## src/rtl/multdiv_seq.sv

```systemverilog
// multdiv_seq: sequential signed 32-bit multiplier / divider.
//
// A start pulse on ctrl_MULT or ctrl_DIV captures both operands and launches
// a new operation. Any earlier operation still in flight is abandoned. The
// result appears together with a one-cycle data_resultRDY strobe. Results
// and latched operands hold until they are overwritten or reset.
//
// Build option: define MULTDIV_DIV_EN to compile in the restoring divider.
// Without it, ctrl_DIV goes straight to DONE and reports an exception with a
// zero result.
//
// Ports:
//   clock          - rising-edge clock
//   reset          - synchronous, active-high reset
//   ctrl_MULT      - start signed multiply (one-cycle pulse, wins over ctrl_DIV)
//   ctrl_DIV       - start signed divide (one-cycle pulse)
//   data_operandA  - multiplicand / dividend
//   data_operandB  - multiplier / divisor
//   latched_A/B    - operands captured at the start edge
//   data_result    - low 32 bits of product, or quotient
//   data_exception - product overflow, divide-by-zero or divide overflow
//   data_resultRDY - one-cycle result-valid strobe
module multdiv_seq #(
  parameter int unsigned MUL_CYCLES = 32,
  parameter int unsigned DIV_CYCLES = 32
) (
  input  logic        clock,
  input  logic        reset,
  input  logic        ctrl_MULT,
  input  logic        ctrl_DIV,
  input  logic [31:0] data_operandA,
  input  logic [31:0] data_operandB,
  output logic [31:0] latched_A,
  output logic [31:0] latched_B,
  output logic [31:0] data_result,
  output logic        data_exception,
  output logic        data_resultRDY
);

  localparam int unsigned MaxCycles = (MUL_CYCLES > DIV_CYCLES) ? MUL_CYCLES : DIV_CYCLES;
  localparam int unsigned CntW      = $clog2(MaxCycles + 1);

`ifdef MULTDIV_DIV_EN
  typedef enum logic [1:0] {StIdle, StMul, StDiv, StDone} state_e;
`else
  typedef enum logic [1:0] {StIdle, StMul, StDone} state_e;
`endif

  state_e            state_q, state_d;
  logic [CntW-1:0]   cnt_q, cnt_d;
  logic [31:0]       a_q, a_d, b_q, b_d;
  logic [31:0]       result_q, result_d;
  logic              exc_q, exc_d;
  logic              rdy_q, rdy_d;

  // Multiplier: accumulator, left-shifting sign-extended multiplicand,
  // right-shifting multiplier.
  logic [63:0]       acc_q, acc_d;
  logic [63:0]       mcand_q, mcand_d;
  logic [31:0]       mplier_q, mplier_d;
  logic              mul_ovf;

  // Product bits [63:31] must all match for the low word to be exact.
  assign mul_ovf = ~((&acc_q[63:31]) | (~|acc_q[63:31]));

`ifdef MULTDIV_DIV_EN
  // Divider: remainder, dividend magnitude shifting into the quotient,
  // divisor magnitude, quotient sign.
  logic [31:0]       rem_q, rem_d;
  logic [31:0]       quo_q, quo_d;
  logic [31:0]       dvsr_q, dvsr_d;
  logic              neg_q, neg_d;
  logic [31:0]       abs_a, abs_b;
  logic [32:0]       rem_shift, rem_diff;
  logic [31:0]       quo_signed;

  assign abs_a      = data_operandA[31] ? (~data_operandA + 32'd1) : data_operandA;
  assign abs_b      = data_operandB[31] ? (~data_operandB + 32'd1) : data_operandB;
  assign rem_shift  = {rem_q, quo_q[31]};
  assign rem_diff   = rem_shift - {1'b0, dvsr_q};
  assign quo_signed = neg_q ? (~quo_q + 32'd1) : quo_q;
`endif

  always_comb begin
    state_d  = state_q;
    cnt_d    = cnt_q;
    a_d      = a_q;
    b_d      = b_q;
    result_d = result_q;
    exc_d    = exc_q;
    rdy_d    = 1'b0;
    acc_d    = acc_q;
    mcand_d  = mcand_q;
    mplier_d = mplier_q;
`ifdef MULTDIV_DIV_EN
    rem_d    = rem_q;
    quo_d    = quo_q;
    dvsr_d   = dvsr_q;
    neg_d    = neg_q;
`endif

    if (ctrl_MULT || ctrl_DIV) begin
      // A start is honoured in every state, aborting any operation in flight.
      a_d   = data_operandA;
      b_d   = data_operandB;
      cnt_d = '0;
      if (ctrl_MULT) begin
        state_d  = StMul;
        acc_d    = '0;
        mcand_d  = {{32{data_operandA[31]}}, data_operandA};
        mplier_d = data_operandB;
      end else begin
`ifdef MULTDIV_DIV_EN
        state_d = StDiv;
        rem_d   = '0;
        quo_d   = abs_a;
        dvsr_d  = abs_b;
        neg_d   = data_operandA[31] ^ data_operandB[31];
`else
        state_d  = StDone;
        result_d = '0;
        exc_d    = 1'b1;
        rdy_d    = 1'b1;
`endif
      end
    end else begin
      unique case (state_q)
        StIdle: ;
        StMul: begin
          if (cnt_q == CntW'(MUL_CYCLES)) begin
            state_d  = StDone;
            result_d = acc_q[31:0];
            exc_d    = mul_ovf;
            rdy_d    = 1'b1;
          end else begin
            // The multiplier's top bit carries weight -2^31, so subtract there.
            if (mplier_q[0]) begin
              if (cnt_q == CntW'(MUL_CYCLES - 1)) acc_d = acc_q - mcand_q;
              else                                acc_d = acc_q + mcand_q;
            end
            mcand_d  = {mcand_q[62:0], 1'b0};
            mplier_d = {1'b0, mplier_q[31:1]};
            cnt_d    = cnt_q + CntW'(1);
          end
        end
`ifdef MULTDIV_DIV_EN
        StDiv: begin
          if (cnt_q == CntW'(DIV_CYCLES)) begin
            state_d = StDone;
            rdy_d   = 1'b1;
            if (b_q == 32'd0) begin
              result_d = '0;
              exc_d    = 1'b1;
            end else if (a_q == 32'h8000_0000 && b_q == 32'hFFFF_FFFF) begin
              result_d = 32'h8000_0000;
              exc_d    = 1'b1;
            end else begin
              result_d = quo_signed;
              exc_d    = 1'b0;
            end
          end else begin
            // Restoring step: keep the trial subtraction only if non-negative.
            if (!rem_diff[32]) begin
              rem_d = rem_diff[31:0];
              quo_d = {quo_q[30:0], 1'b1};
            end else begin
              rem_d = rem_shift[31:0];
              quo_d = {quo_q[30:0], 1'b0};
            end
            cnt_d = cnt_q + CntW'(1);
          end
        end
`endif
        StDone:  state_d = StIdle;
        default: state_d = StIdle;
      endcase
    end
  end

  always_ff @(posedge clock) begin
    if (reset) begin
      state_q  <= StIdle;
      cnt_q    <= '0;
      a_q      <= '0;
      b_q      <= '0;
      result_q <= '0;
      exc_q    <= 1'b0;
      rdy_q    <= 1'b0;
      acc_q    <= '0;
      mcand_q  <= '0;
      mplier_q <= '0;
`ifdef MULTDIV_DIV_EN
      rem_q    <= '0;
      quo_q    <= '0;
      dvsr_q   <= '0;
      neg_q    <= 1'b0;
`endif
    end else begin
      state_q  <= state_d;
      cnt_q    <= cnt_d;
      a_q      <= a_d;
      b_q      <= b_d;
      result_q <= result_d;
      exc_q    <= exc_d;
      rdy_q    <= rdy_d;
      acc_q    <= acc_d;
      mcand_q  <= mcand_d;
      mplier_q <= mplier_d;
`ifdef MULTDIV_DIV_EN
      rem_q    <= rem_d;
      quo_q    <= quo_d;
      dvsr_q   <= dvsr_d;
      neg_q    <= neg_d;
`endif
    end
  end

  assign latched_A      = a_q;
  assign latched_B      = b_q;
  assign data_result    = result_q;
  assign data_exception = exc_q;
  assign data_resultRDY = rdy_q;

endmodule

```

## config.mk

```make
export PLATFORM = sky130hd
export DESIGN_NAME = multdiv_seq
export DESIGN_NICKNAME = d
export VERILOG_FILES = /design/src/rtl/multdiv_seq.sv
export SDC_FILE = /design/constraint.sdc
export NUM_CORES = 1
export LEC_CHECK = 0
export CAP_MARGIN = 15
export CORE_MARGIN = 3
export CORE_UTILIZATION = 35
export DETAILED_ROUTE_END_ITERATION = 8
export HOLD_SLACK_MARGIN = 0.02
export PLACE_DENSITY = 0.62
export SLEW_MARGIN = 5
export SYNTH_ARGS = -nofsm -noshare
export SYNTH_HDL_FRONTEND = slang
export SYNTH_SLANG_ARGS = --single-unit
```

## constraint.sdc

```tcl
create_clock -name clock -period 12.5 [get_ports clock]
set_input_delay 1.875 -clock clock [delete_from_list [all_inputs] [get_ports clock]]
set_output_delay 1.875 -clock clock [all_outputs]
set_load 0.02 [all_outputs]
```

==> impl_metrics.env, run 1 <==
export IMPL_status="completed"
export IMPL_synth_cells=1850
export IMPL_period_needed_ns=5.402
export IMPL_postCtsSetupBuffers=0
export IMPL_grt_total_usage_pct=18.80
export IMPL_min_period_over_period_pct=43.21
export IMPL_grt_max_degree=132
export IMPL_tightest_slew_ns=1.090
export IMPL_drt_wirelength_per_cell_um=17.36
export IMPL_rows=73
export IMPL_hold_buffers=0
export IMPL_io_pins=166
export IMPL_die_h_um=209.6
export IMPL_worst_path_max_fanout=10
export IMPL_die_x_um=209.6
export IMPL_routed_top_layer="met4"
export IMPL_io_buffers=165
export IMPL_synth_area_sq_um=14510
export IMPL_drv_cap=0
export IMPL_powerDensity_nw_per_um2=124.4
export IMPL_placed_cell_area_sq_um=16460
export IMPL_antenna_found_initial=1
export IMPL_synth_top_area_share_pct=36.69
export IMPL_max_freq_mhz=185.1
export IMPL_wl_met3_mm=2.907
export IMPL_synth_main_ff_cell="dfxtp_1"
export IMPL_core_area_sq_um=40370
export IMPL_hp_class="register to register"
export IMPL_p_leak_nw=6.645
export IMPL_wl_met1_mm=21.44
export IMPL_dpl_hpwl_mm=31.30
export IMPL_drt_total_wl_mm=43.02
export IMPL_slew_viol_final=0
export IMPL_ant_nets=0
export IMPL_synth_nets=1985
export IMPL_critPathRequiredTime_ns=13.02
export IMPL_wl_met2_mm=18.09
export IMPL_place_congestion=0.9168
export IMPL_clock_latency_ns=0.60
export IMPL_synthTopCellsByArea="dfxtp_1, nand2_1, a21oi_1"
export IMPL_ys_types=67
export IMPL_yosysSeqAreaShare_pct=36.69
export IMPL_drc=0
export IMPL_worstSetupEndpointType="register"
export IMPL_dr_pass1_iters=6
export IMPL_setup_tns_ns=0
export IMPL_numCtsBuffers=31
export IMPL_clock_sinks=266
export IMPL_root_buffer="clkbuf_16"
export IMPL_grt_pass1_wl_mm=68.66
export IMPL_finalClockSkew_ns=0.02750
export IMPL_finalHoldViolCount=0
export IMPL_ys_ff_latch=266
export IMPL_synth_avg_cell_area_sq_um=7.845
export IMPL_synth_edff_count=0
export IMPL_cts_max_path_buffers=3
export IMPL_yosys_warnings=0
export IMPL_setup_viol=0
export IMPL_viasPerCell=5.475
export IMPL_globalRoute_totalOverflow=0
export IMPL_path_class="register to register"
export IMPL_clk_pin_slew_worst_paths_ns=0.06
export IMPL_slew_limit_headroom_pct=27.34
export IMPL_fin_nets=2065
export IMPL_arrival_ns=5.92
export IMPL_synth_async_reset_ratio_pct=0
export IMPL_area_delta_synth_final_pct=20.73
export IMPL_die_area_sq_um=43940
export IMPL_peakVddDrop_mv=0.09354
export IMPL_cts_tree="done"
export IMPL_drive_gt1_share_pct=4.969
export IMPL_cts_resized_gates=0
export IMPL_initial_core_util_pct=35.95
export IMPL_via_count=13570
export IMPL_rsz0062_at_grt="no"
export IMPL_design_area_sq_um=17520
export IMPL_ys_top_cells_by_count="nand2_1, dfxtp_1, nor2_1"
export IMPL_startpoint_type="register"
export IMPL_synth_top_cell_by_area="dfxtp_1"
export IMPL_synth_most_common_cell="nand2_1"
export IMPL_htreeDepth=1
export IMPL_first_iter_violations=1195
export IMPL_grt_pass1_vias=12590
[final cells by class]
class                   instances  area, sq um
multi-input cells            1419         8587
fillers                      4044        22850
well taps                     525        656.9
repair buffers                181         1773
clock buffers                  44        924.6
clock inverters                11        136.4
diodes                          1        2.502
inverters                      31        116.4
flip-flops and latches        266         5325
[report_power, final]
group	switching [mW]	total, mW	internal [mW]
combinational	0.192	0.321	0.129
sequential	0.0391	0.927	0.888
clock	0.375	0.931	0.556
total	0.606	2.18	1.57
[state kept, by name (all words and copies together), names as in the netlist]
signal          flops
acc_q              64
mcand_q            64
data_result        32
latched_A          32
latched_B          32
mplier_q           32
cnt_q               6
state_q             2
data_exception      1
data_resultRDY      1
[cells in the final DEF, fill, tap and decap left out, types with 15 or more instances in the layout]
master,netlist,layout
clkdlybuf4s50_1,0,164
a22oi_1,62,62
xnor2_1,68,68
buf_4,0,16
a211oi_1,36,36
a21o_1,18,18
xor2_1,57,57
nor3_1,46,45
o21bai_1,16,15
o31ai_1,19,19
nor2_1,220,218
dfxtp_1,266,266
inv_1,31,31
o21ai_0,82,82
ha_1,66,66
a21oi_1,168,167
clkbuf_16,0,31
a311oi_1,63,63
nand2_1,286,286
nand4_1,35,35
[layer usage]
| layer | global-route usage [%] | up-vias |
|---|---|---|
| met2 | 28.09 | 332 |
| li1 | - | 6799 |
| met4 | 3.972 | 0 |
| met5 | 0 | - |
| met1 | 28.06 | 6395 |
| met3 | 3.617 | 41 |
[logic make-up (layout without fill, tap and decap cells)]
| family | Yosys count | count (layout) | synth area share (%) |
|---|---|---|---|
| buffers and inverters | 165 | 267 | 4.328 |
| adder cells (fa/ha/maj) | 67 | 67 | 5.828 |
| AO/OA/AOI/OAI | 541 | 541 | 24.48 |
| other | 0 | 1 | 0 |
| AND/OR/NAND/NOR | 686 | 686 | 21.13 |
| flip-flops | 266 | 266 | 36.69 |
| XOR/XNOR | 125 | 125 | 7.544 |
[through the flow]
stage / util, % / setup WS [ns] / std cells / power [mW] / hold slack [ns]
finish: 43.40 / 7.098 / 2478 / 2.179 / 0.4538
global route: 43.40 / 6.573 / 2478 / 2.273 / 0.4754
CTS: 43.40 / 7.170 / 2477 / 2.205 / 0.4537
detailed placement: 40.77 / 7.216 / 2422 / 1.264 / 0.4454
global placement: 40.77 / 7.316 / 2422 / 1.259 / 0.4388
floorplan: - / 7.840 / 1850 / 1.151 / 0.4425
[critical path, stage by stage (launching register included)]
cell and delay, ns:
dfxtp_1 0.38, or4_4 0.60, nor4_1 0.49, and2_1 0.32, nand2_1 0.26, o41ai_1 0.38, xor2_1 0.13, ha_1 0.39
nand2_1 0.13, nor4_1 0.36, nand4_1 0.13, a41oi_1 0.28, o31ai_1 0.10, buf_4 0.17, o2111ai_1 0.28, nand2_1 0.15
or4_1 0.44, a211o_1 0.27, nand3_1 0.06
[final timing paths]
kind                            cells past startpoint          start            end  slack [ns]
worst max-delay path                               18     mcand_q[2]      acc_q[58]        7.10
worst min-delay path                                2  latched_B[19]  latched_B[19]        0.45
worst max register to register                     18     mcand_q[2]      acc_q[58]        7.10
worst min register to register                      2  latched_B[19]  latched_B[19]        0.45
Note: power is estimated with default switching activity, not from simulation.
==> run 2: changes to the inputs <==
Settings changed: PLACE_DENSITY 0.62 to 0.64.
Clock period 12.5 ns to 4.8 ns, I/O delays scaled along.
==> impl_metrics.env, run 2 (synthesis gave the netlist of run 1 again) <==
export IMPL_hold_path_depth=2
export IMPL_finalClockSkew_ns=0.02436
export IMPL_htreeDepth=2
export IMPL_dr_pass1_iters=5
export IMPL_intPower_mw=4.147
export IMPL_initial_core_util_pct=35.95
export IMPL_grt_total_usage_pct=19.60
export IMPL_worst_path_max_fanout=7
export IMPL_powerDensity_nw_per_um2=319.0
export IMPL_place_congestion=0.9279
export IMPL_die_x_um=209.6
export IMPL_first_iter_violations=983
export IMPL_via_count=13880
export IMPL_globalRoute_totalOverflow=0
export IMPL_ant_nets=0
export IMPL_finalHoldViolCount=0
export IMPL_io_pins=166
export IMPL_startpoint_type="register"
export IMPL_net_switching_power_mw=1.616
export IMPL_rsz0062_at_grt="no"
export IMPL_max_freq_mhz=220.1
export IMPL_clock_latency_ns=0.55
export IMPL_layout_common_cells="nand2_1, dfxtp_1, nor2_1, a21oi_1, clkdlybuf4s50_1"
export IMPL_period_needed_ns=4.544
export IMPL_status="completed"
export IMPL_grt_max_degree=159
export IMPL_startpoint="mcand_q[21]"
export IMPL_antenna_found_initial=0
export IMPL_finalPower_mw=5.764
export IMPL_clk_pin_slew_worst_paths_ns=0.05
export IMPL_setup_tns_ns=0
export IMPL_cts_tree="done"
export IMPL_hp_start="latched_A[7]"
export IMPL_numCtsBuffers=34
export IMPL_tightest_slew_ns=1.142
export IMPL_dpl_hpwl_mm=32.33
export IMPL_viasPerCell=5.504
export IMPL_drv_cap=0
export IMPL_grt_pass1_wl_mm=71.37
export IMPL_setup_viol=0
export IMPL_drc=0
export IMPL_rr_startpoint="mcand_q[21]"
export IMPL_drt_wirelength_per_cell_um=17.54
export IMPL_root_buffer="clkbuf_16"
export IMPL_slew_limit_headroom_pct=23.89
export IMPL_path_class="register to register"
export IMPL_area_delta_synth_final_pct=24.49
export IMPL_p_comb_share_pct=15.3
export IMPL_core_area_sq_um=40370
export IMPL_largestRegisters="acc_q (64), mcand_q (64)"
export IMPL_ff2ff_path_depth=16
export IMPL_die_area_sq_um=43940
export IMPL_mostFrequentLayoutCell="nand2_1"
export IMPL_io_buffers=165
export IMPL_multi_input_area_sq_um=8752
export IMPL_min_period_over_period_pct=94.67
export IMPL_die_h_um=209.6
export IMPL_drive_gt1_share_pct=7.966
export IMPL_hp_class="register to register"
export IMPL_p_leak_nw=6.902
export IMPL_clock_sinks=266
export IMPL_arrival_ns=4.92
export IMPL_rows=73
export IMPL_fillers=4002
export IMPL_critPathRequiredTime_ns=5.17
export IMPL_final_util_pct=44.75
export IMPL_switching_share_pct=28.04
export IMPL_grt_pass1_vias=13300
export IMPL_seq_power_share_pct=41.8
export IMPL_slew_viol_final=0
export IMPL_seq_area_sq_um=5325
export IMPL_power_frac_clock_pct=42.8
export IMPL_peakVddDrop_mv=0.2434
export IMPL_drt_total_wl_mm=44.24
export IMPL_fin_nets=2108
export IMPL_cts_max_path_buffers=3
export IMPL_worstSetupEndpointType="register"
export IMPL_hold_buffers=0
run 2: cell count changes in the layout (fill, tap and decap cells not counted), sizes merged:
cell / delta
bufinv: -1
clkinvlp: -2
inv: -2
clkinv: +3
buf: +40
clkbuf: +6
run 2: final timing paths:
check / endpoint / slack, ns
worst max-delay path: acc_q[63] / 0.26
worst min-delay path: latched_A[7] / 0.45
worst max register to register: acc_q[63] / 0.26
worst min register to register: latched_A[7] / 0.45
run 2: metal layers:
layer  part of all wire (%)  up-vias  track usage (%)
met3                    6.5       59            3.931
met1                     49     6531            28.60
li1                       -     6876                -
met5                      0        -                0
met4                    2.0        0            5.797
met2                     43      416            29.17
run 2: layout make-up:
type	instances	area share, %
Antenna cell	1	0.01385
Clock buffer	50	5.374
Clock inverter	9	0.6717
Inverter	31	0.6440
Multi-Input combinational cell	1419	48.44
Sequential cell	266	29.47
Tap cell	525	3.636
Timing Repair Buffer	221	11.75
run 2: what timing repair did:
action | 4_1_cts | 5_1_grt
setup endpoints to repair | 0 | 19
resized for setup | 0 | 33
buffers inserted | 0 | 8
run 2: critical path, stage by stage (launching register included):
cell	delay [ns]
dfxtp_1	0.35
or4_1	0.53
nor4_2	0.21
nand2b_1	0.12
or3_4	0.37
o41a_1	0.43
xnor2_1	0.16
ha_1	0.42
nand2_1	0.12
nor2_1	0.14
nand2_1	0.10
or4_1	0.60
o221ai_2	0.24
a31oi_2	0.16
o21ai_1	0.19
xnor2_1	0.14
o21ai_1	0.07
run 2: power groups by stage:
stage	clock network (mW)	logic [mW]	registers [mW]
after floorplan	0	0.523	2.47
after global placement	0	0.861	2.45
after detailed placement	0	0.869	2.45
after CTS	2.54	0.873	2.41
after global routing	2.62	0.972	2.43
final	2.47	0.884	2.41
run 2: metrics by stage:
stage / cell area [sq um] / setup slack, ns / cells / hold WS, ns
floorplan: 14510 / 0.1396 / 1850 / 0.4425
global placement: 16720 / 0.1820 / 2453 / 0.4420
detailed placement: 16720 / 0.07040 / 2453 / 0.4463
CTS: 17810 / 0.007903 / 2512 / 0.4541
global route: 18060 / 0.004015 / 2521 / 0.4677
finish: 18070 / 0.2560 / 2522 / 0.4533
==> run 3: changes to the inputs <==
Settings changed: CELL_PAD_IN_SITES_DETAIL_PLACEMENT set to 1, CELL_PAD_IN_SITES_GLOBAL_PLACEMENT set to 2, CORE_UTILIZATION 35 to 30, GPL_ROUTABILITY_DRIVEN set to 0, PLACE_DENSITY 0.64 to 0.84.
==> impl_metrics.env, run 3 (synthesis gave the netlist of run 1 again) <==
export IMPL_status="completed"
export IMPL_dr_pass1_iters=5
export IMPL_clock_sinks=266
export IMPL_peakVddDrop_mv=0.2092
export IMPL_critPathRequiredTime_ns=5.23
export IMPL_core_area_sq_um=47150
export IMPL_startpoint_type="register"
export IMPL_die_x_um=225.9
export IMPL_clk_pin_slew_worst_paths_ns=0.06
export IMPL_io_pins=166
export IMPL_critPathTopFamily="compound AO/OA/AOI/OAI gates"
export IMPL_die_h_um=225.9
export IMPL_drv_cap=0
export IMPL_viasPerCell=5.400
export IMPL_globalRoute_totalOverflow=0
export IMPL_drt_total_wl_mm=49.49
export IMPL_ant_nets=0
export IMPL_powerDensity_nw_per_um2=325.0
export IMPL_tightest_slew_ns=1.074
export IMPL_hold_buffers=0
export IMPL_rsz0062_at_grt="yes"
export IMPL_root_buffer="clkbuf_16"
export IMPL_numCtsBuffers=34
export IMPL_slew_viol_final=0
export IMPL_dpl_hpwl_mm=36.48
export IMPL_layout_common_cells="nand2_1, dfxtp_1, nor2_1, clkdlybuf4s50_1, a21oi_1"
export IMPL_drc=0
export IMPL_finalHoldViolCount=0
export IMPL_num_antenna_cells=0
export IMPL_p_leak_nw=7.000
export IMPL_initial_core_util_pct=30.78
export IMPL_io_buffers=165
export IMPL_setup_viol=0
export IMPL_critical_path_slowest_cell="or4_4"
export IMPL_first_iter_violations=826
export IMPL_grt_pass1_vias=14260
export IMPL_cts_max_path_buffers=3
export IMPL_grt_max_degree=159
export IMPL_max_freq_mhz=216.0
export IMPL_setup_ws_ns=0.1697
export IMPL_fin_cells=2618
export IMPL_area_delta_synth_final_pct=26.42
export IMPL_via_count=14140
export IMPL_drt_wirelength_per_cell_um=18.90
export IMPL_htreeDepth=2
export IMPL_die_area_sq_um=51050
export IMPL_cts_tree="done"
export IMPL_antenna_found_initial=0
export IMPL_clock_latency_ns=0.56
export IMPL_worst_path_max_fanout=7
export IMPL_finalClockSkew_ns=0.02863
export IMPL_min_period_over_period_pct=96.46
export IMPL_path_class="register to register"
export IMPL_design_area_sq_um=18350
export IMPL_path_buf_inv=2
export IMPL_grt_pass1_wl_mm=78.31
export IMPL_period_needed_ns=4.630
export IMPL_worstSetupEndpointType="register"
export IMPL_dpl_worst_slack_ns=-0.1077
export IMPL_hp_class="register to register"
export IMPL_arrival_ns=5.06
export IMPL_grt_total_usage_pct=18.97
export IMPL_rows=79
export IMPL_fillers=5591
export IMPL_mostFrequentLayoutCell="nand2_1"
export IMPL_largestRegisters="acc_q (64), mcand_q (64)"
export IMPL_placed_cell_area_sq_um=16940
export IMPL_hold_slack_ns=0.4541
export IMPL_fin_nets=2121
export IMPL_slew_limit_headroom_pct=28.37
export IMPL_cp_cell_sequence="or4_4 -> nor4b_4 -> buf_4 -> nand2_1 -> o21ai_0 -> xor2_2 -> ha_4 -> a21oi_1 -> o21ai_0 -> a21oi_1 -> o221a_2 -> o31a_1 -> o31ai_2 -> a311oi_1 -> buf_4 -> o21bai_1 -> xor2_1 -> a22o_1"
export IMPL_max_stage_delay_ns=0.58
export IMPL_drive_gt1_share_pct=9.100
export IMPL_placed_cells_incl_taps=2550
==> run 3: changes by cell type in the layout (fill, tap and decap cells not counted), sizes merged <==
cell	change
clkinv	+1
buf	+13
inv	+1
bufinv	+2
diode	-1
clkbuf	-2
==> run 3: final timing paths <==
path | from | endpoint | slack, ns | depth (start not counted)
worst max-delay path | mcand_q[2] | acc_q[56] | 0.17 | 18
worst min-delay path | latched_A[1] | latched_A[1] | 0.45 | 2
worst max register to register | mcand_q[2] | acc_q[56] | 0.17 | 18
worst min register to register | latched_A[1] | latched_A[1] | 0.45 | 2
==> run 3: area by class of cell <==
| cell class | instances | area (sq um) | area share, % |
|---|---|---|---|
| clock buffers | 48 | 963.4 | 5.251 |
| clock inverters | 13 | 187.7 | 1.023 |
| inverters | 31 | 116.4 | 0.6343 |
| multi-input cells | 1419 | 8791 | 47.92 |
| flip-flops and latches | 266 | 5325 | 29.03 |
| well taps | 607 | 759.5 | 4.140 |
| repair buffers | 234 | 2203 | 12.01 |
==> run 3: report_power, final <==
group,switching (mW),internal [mW],total [mW]
clock,1.05,1.58,2.63
sequential,0.0988,2.31,2.41
combinational,0.544,0.373,0.916
total,1.70,4.27,5.96
==> run 3: tightest hold or removal path: stages (launching register included) <==
cell     delay, ns
dfxtp_1       0.30
nand2_1       0.05
a21oi_1       0.05
==> run 3: per-stage QoR <==
step,util (%),power [mW],TNS [ns]
6_report,38.91,5.962,0
2_1_floorplan,-,2.997,0
3_3_place_gp,35.92,3.328,0
3_5_place_dp,35.92,3.355,-0.1853
4_1_cts,38.45,6.032,0
5_1_grt,38.91,6.229,-0.03926
==> run 3: repair_timing <==
action / in CTS / in global routing
pin swaps: 2 / 5
endpoints found under the setup margin: 4 / 22
endpoints found under the hold margin: 0 / 0
buffers inserted: 3 / 3
gates resized for setup: 3 / 37
==> run 3: routing by layer <==
metal	routed length [um]	up-vias	track usage, %
met5	0	-	0
met4	1049	0	5.125
met3	3011	59	4.550
met2	21480	290	29.31
met1	23950	6897	26.43
li1	-	6891	-
